==> src/rtl/isqrt_seq_pkg.sv <==
// isqrt_seq_pkg: shared FSM state encoding and default root width for the sequential integer square root
package isqrt_seq_pkg;
    typedef enum logic [1:0] {
        IDLE = 2'd0,
        CALC = 2'd1,
        DONE = 2'd2
    } state_t;
    localparam int DEF_BITWIDTH = 32;
endpackage

==> src/rtl/isqrt_step.sv <==
// isqrt_step: one restoring digit-by-digit square root iteration, bringing in one operand bit pair
module isqrt_step #(
    parameter int BITWIDTH = 32
) (
    input  logic [BITWIDTH:0]   rem,
    input  logic [BITWIDTH-1:0] root,
    input  logic [1:0]          pair,
    output logic [BITWIDTH:0]   rem_o,
    output logic [BITWIDTH-1:0] root_o
);
    localparam int REMW = BITWIDTH + 1;
    logic [BITWIDTH+2:0] r;
    logic [BITWIDTH+2:0] t;
    logic                ge;
    assign r      = {rem, pair};
    assign t      = {1'b0, root, 2'b01};
    assign ge     = r >= t;
    assign rem_o  = ge ? REMW'(r - t) : REMW'(r);
    assign root_o = (root << 1) | BITWIDTH'(ge);
endmodule

==> src/rtl/isqrt_seq.sv <==
// isqrt_seq: sequential floor(sqrt(x)) with remainder, one root bit per cycle; define ISQRT_EARLY_EXIT_EN to skip leading zero bit pairs
module isqrt_seq
    import isqrt_seq_pkg::*;
#(
    parameter int BITWIDTH = DEF_BITWIDTH
) (
    input  logic                  sys_clk,
    input  logic                  sys_rst,
    input  logic                  in_valid,
    output logic                  in_ready,
    input  logic [2*BITWIDTH-1:0] x,
    output logic                  out_valid,
    input  logic                  out_ready,
    output logic [BITWIDTH-1:0]   root,
    output logic [BITWIDTH:0]     rem
);
    localparam int OPW  = 2 * BITWIDTH;
    localparam int REMW = BITWIDTH + 1;
    localparam int CNTW = $clog2(BITWIDTH + 1);
    state_t              state_q, state_d;
    logic [OPW-1:0]      x_q, x_d;
    logic [REMW-1:0]     rem_q, rem_d, step_rem;
    logic [BITWIDTH-1:0] root_q, root_d, step_root;
    logic [CNTW-1:0]     cnt_q, cnt_d;
    logic [OPW-1:0]      x_load;
    logic [CNTW-1:0]     cnt_load;
    isqrt_step #(.BITWIDTH(BITWIDTH)) u_step (
        .rem   (rem_q),
        .root  (root_q),
        .pair  (x_q[OPW-1 -: 2]),
        .rem_o (step_rem),
        .root_o(step_root)
    );
`ifdef ISQRT_EARLY_EXIT_EN
    logic [CNTW-1:0] z;
    always_comb begin
        z = CNTW'(BITWIDTH);
        for (int i = 0; i < BITWIDTH; i++)
            if (x[2*i +: 2] != 2'b00) z = CNTW'(BITWIDTH - 1 - i);
        x_load   = x << {z, 1'b0};
        cnt_load = (z == CNTW'(BITWIDTH)) ? CNTW'(1) : CNTW'(BITWIDTH) - z;
    end
`else
    assign x_load   = x;
    assign cnt_load = CNTW'(BITWIDTH);
`endif
    always_comb begin
        state_d = state_q;
        x_d     = x_q;
        rem_d   = rem_q;
        root_d  = root_q;
        cnt_d   = cnt_q;
        if (state_q == IDLE && in_valid) begin
            state_d = CALC;
            x_d     = x_load;
            rem_d   = '0;
            root_d  = '0;
            cnt_d   = cnt_load;
        end else if (state_q == CALC) begin
            x_d     = x_q << 2;
            rem_d   = step_rem;
            root_d  = step_root;
            cnt_d   = cnt_q - CNTW'(1);
            state_d = (cnt_q == CNTW'(1)) ? DONE : CALC;
        end else if (state_q == DONE && out_ready) begin
            state_d = IDLE;
        end
    end
    always_ff @(posedge sys_clk) begin
        if (sys_rst) begin
            state_q <= IDLE;
            x_q     <= '0;
            rem_q   <= '0;
            root_q  <= '0;
            cnt_q   <= '0;
        end else begin
            state_q <= state_d;
            x_q     <= x_d;
            rem_q   <= rem_d;
            root_q  <= root_d;
            cnt_q   <= cnt_d;
        end
    end
    assign in_ready  = state_q == IDLE;
    assign out_valid = state_q == DONE;
    assign root      = root_q;
    assign rem       = rem_q;
endmodule

==> config.mk <==
export PLATFORM = sky130hd
export DESIGN_NAME = isqrt_seq
export DESIGN_NICKNAME = d
export VERILOG_FILES = /design/src/rtl/isqrt_seq_pkg.sv /design/src/rtl/isqrt_step.sv /design/src/rtl/isqrt_seq.sv
export SDC_FILE = /design/constraint.sdc
export NUM_CORES = 1
export LEC_CHECK = 0
export CAP_MARGIN = 20
export CORE_MARGIN = 4
export CORE_UTILIZATION = 30
export DETAILED_ROUTE_END_ITERATION = 16
export GPL_TIMING_DRIVEN = 1
export PLACE_DENSITY = 0.58
export SETUP_SLACK_MARGIN = 0.05
export SYNTH_ARGS = -nofsm -noshare
export SYNTH_HDL_FRONTEND = slang
export SYNTH_SLANG_ARGS = --single-unit
==> constraint.sdc <==
create_clock -name sys_clk -period 3.15 [get_ports sys_clk]
set_input_delay 0.945 -clock sys_clk [delete_from_list [all_inputs] [get_ports sys_clk]]
set_output_delay 0.945 -clock sys_clk [all_outputs]
set_load 0.005 [all_outputs]
==> results.sh <==
export IMPL_via_per_inst=5.178
export IMPL_cts_reportedPaths_clkPinSlew_ns=0.07
export IMPL_cts_tree="yes"
export IMPL_fin_skew_ns=0.01325
export IMPL_critical_path_cell_chain="inv_1 > ha_1 > nand2b_1 > a211oi_2 > o31ai_1 > buf_4 > o211a_1 > a211oi_1 > nor3_1 > or3b_2 > a21oi_1"
export IMPL_async_flop_share_pct=0
export IMPL_most_common_layout_cells="a21oi_1 (221), dfxtp_1 (136), clkdlybuf4s50_1 (132), o21ai_0 (113), inv_1 (103)"
export IMPL_worstHoldStart="root[31]$_SDFFE_PP0P_"
export IMPL_worstPathMaxFanout=6
export IMPL_n_antenna_cell=0
export IMPL_cp_top_family="compound AO/OA/AOI/OAI gates"
export IMPL_post_synth_cell_area_avg_um2=7.388
export IMPL_final_hold_viol_count=0
export IMPL_finish_utilization_pct=39.19
export IMPL_totalWireLength_um=23960
export IMPL_initial_core_utilization_pct=30.45
export IMPL_final_min_clock_period_ns=2.923
export IMPL_routed_via_count=7897
export IMPL_critPathMaxStageDelay_ns=0.44
export IMPL_critical_path_slowest_cell="or3b_2"
export IMPL_synth_flop_cell="dfxtp_1"
export IMPL_global_route_congestion_overflow_total=0
export IMPL_dieArea_um2=29120
export IMPL_setup_crit_path_kind="reg2reg"
export IMPL_timing_rr_start="x_q[62]$_SDFFE_PP0P_"
export IMPL_drv_max_cap_violation_count=0
export IMPL_grt_total_usage_pct=15.81
export IMPL_finish_instance_area_um2=10210
export IMPL_fin_nets=1281
export IMPL_detailedRoute_firstIterationViolations=415
export IMPL_leakagePower_nw=3.894
export IMPL_syn_cell_area_um2=7935
export IMPL_synth_fp_nets=1178
export IMPL_drt_first_pass_iters=5
export IMPL_synth_top_cell_area_share_pct=34.56
export IMPL_outcome="completed"
export IMPL_ant_nets=0
export IMPL_die_w_um=170.6
export IMPL_dpl_instance_area_um2=9600
export IMPL_sequential_cell_area_um2=2744
export IMPL_grt_antenna_before_repair=3
export IMPL_buffer_ports_inserted=134
export IMPL_gpl_final_weighted_congestion=0.8570
export IMPL_clk_root_buffer_cell="clkbuf_16"
export IMPL_grt_setup_unrepaired="yes"
export IMPL_layout_drive_gt1_share_pct=7.059
export IMPL_area_overhead_vs_synth_pct=28.70
export IMPL_layout_filler_cells=2693
export IMPL_number_of_enable_flip_flop_cells_after_synthesis=0
export IMPL_proportion_of_synthesized_chip_area_in_sequential_cells_pct=34.56
export IMPL_synthTopCellsByArea="dfxtp_1 (35%), a21oi_1 (14%), o21ai_0 (7.1%)"
export IMPL_crit_path_end_kind="flop"
export IMPL_ir_worst_vdd_mv=0.3531
export IMPL_cp_data_arrival_time_ns=3.28
export IMPL_rows=59
export IMPL_grt_max_degree=67
export IMPL_yosys_area_top_type="dfxtp_1"
export IMPL_cts_num_sinks=137
export IMPL_count_of_distinct_cell_types_in_the_synthesized_netlist=55
export IMPL_min_path_type="reg2reg"
export IMPL_power_density_cell_area_nw_per_um2=607.4
export IMPL_crit_start="x_q[62]$_SDFFE_PP0P_"
export IMPL_slew_headroom_pct=49.68
export IMPL_setup_viol=0
export IMPL_fin_crit_sh_pct=92.78
export IMPL_finalPower_mw=6.203
export IMPL_die_h_um=170.6
export IMPL_ys_seq_elements=137
export IMPL_detailed_place_hpwl_um=16200
export IMPL_layout_cells_most_common="a21oi_1"
export IMPL_remaining_drc_errors=0
export IMPL_fin_worst_hold_slack_ns=0.4816
export IMPL_max_clock_freq_mhz=342.2
export IMPL_clock_insertion_delay_at_the_later_pin_of_the_skew_report_ns=0.43
export IMPL_cells_after_synth=1074
export IMPL_startpoint_kind_of_the_worst_setup_timing_path="flop"
export IMPL_tns_ns=0
export IMPL_cts_buffers_inserted=17
export IMPL_synthesis_yosys_warnings=0
export IMPL_core_um2=26060
export IMPL_grt_first_pass_wirelength_um=37910
export IMPL_pin_count=135
export IMPL_number_of_levels_the_h_tree_was_split_into=4
export IMPL_buffers_plus_inverters_on_the_worst_setup_path=2
export IMPL_vias_in_the_first_global_route=7345
export IMPL_multiInputGateArea_um2=4523
export IMPL_worst_slew_pin_slew_ns=0.7548
export IMPL_clock_tree_buffer_depth=2
export IMPL_reg2reg_slack_ns=0.23
export IMPL_worst_endpoint_required_ns=3.51
export IMPL_avgRoutedWirePerCell_um=15.71
export IMPL_report_final_slew_viol_count=0
==> worst min-delay path, cell delays in order, from the launching register on <==
cell and delay [ns]:
dfxtp_1 0.33, nand2_1 0.06, a21oi_1 0.05
==> final cells by class <==
class                      instances  share of cell area [%]
multi-input combinational        754                   44.29
sequential                       137                   26.87
timing repair buffer             163                   15.29
clock buffer                      17                   4.166
tap                              335                   4.104
inverter                         104                   3.823
clock inverter                    15                   1.458
==> per-stage QoR <==
| step | std cells | setup slack [ns] |
|---|---|---|
| 3_5_place_dp | 1492 | 0.1527 |
| 4_1_cts | 1524 | 0.1296 |
| 3_3_place_gp | 1492 | 0.1592 |
| 5_1_grt | 1525 | 0.02889 |
| 6_report | 1525 | 0.2273 |
| 2_1_floorplan | 1074 | 0.4449 |
==> logic make-up (layout without fill, tap and decap cells) <==
group | after synthesis | after routing | share of synthesized area, %
AO/OA/AOI/OAI | 453 | 453 | 31.60
AND/OR/NAND/NOR | 211 | 211 | 12.76
buffers and inverters | 183 | 299 | 9.066
flip-flops | 137 | 137 | 34.56
adder cells (fa/ha/maj) | 36 | 36 | 5.676
XOR/XNOR | 30 | 30 | 3.311
multiplexers | 24 | 24 | 3.027
==> per-layer routing <==
metal  vias to the layer above  track usage (%)  part of all wire (%)
met5                         -                0                  0.20
met4                         6            3.403                   1.1
met3                        28            4.274                   5.8
met2                       171            25.29                    46
met1                      3679            21.49                    47
li1                       4013                -                     -
==> synthesized netlist by cell type, types with 4 or more instances <==
master and n:
nor2b_1 5, and3_1 8, nand2b_1 6, and2_1 5
a21oi_1 222, o21ai_0 113, o22ai_1 62, a41oi_1 4
nor3_1 14, a211oi_1 10, nor4_1 5, nand2_1 89
xnor2_1 18, xor2_1 12, o21bai_1 5, buf_2 5
dfxtp_1 137, nor2_1 36, clkbuf_1 67, a21o_1 8
nand3_1 14, mux2i_1 24, o21a_1 6, nand4_1 15
ha_1 36, inv_1 103
==> worst paths after layout <==
kind / to / cells past startpoint
worst max-delay path: rem[32]$_SDFFE_PP0P_ / 11
worst min-delay path: root[31]$_SDFFE_PP0P_ / 2
worst max register to register: rem[32]$_SDFFE_PP0P_ / 11
worst min register to register: root[31]$_SDFFE_PP0P_ / 2
==> state kept, by name, summed over array words and instances, names as in the netlist <==
signal	flops
cnt_q	6
state_q	2
root	32
rem	33
x_q	64
==> power by group <==
group / internal (mW) / switching, mW / total, mW
Clock: 1.06 / 0.934 / 1.99
Sequential: 1.87 / 0.129 / 2.00
Combinational: 1.01 / 1.20 / 2.21
==> timing repair <==
action                     in CTS  in global routing
setup endpoints to repair       0                 25
gates resized for setup         0                  6
buffers inserted                0                  1
hold buffers                    0                  0
Note: power is estimated with default switching activity, not from simulation.
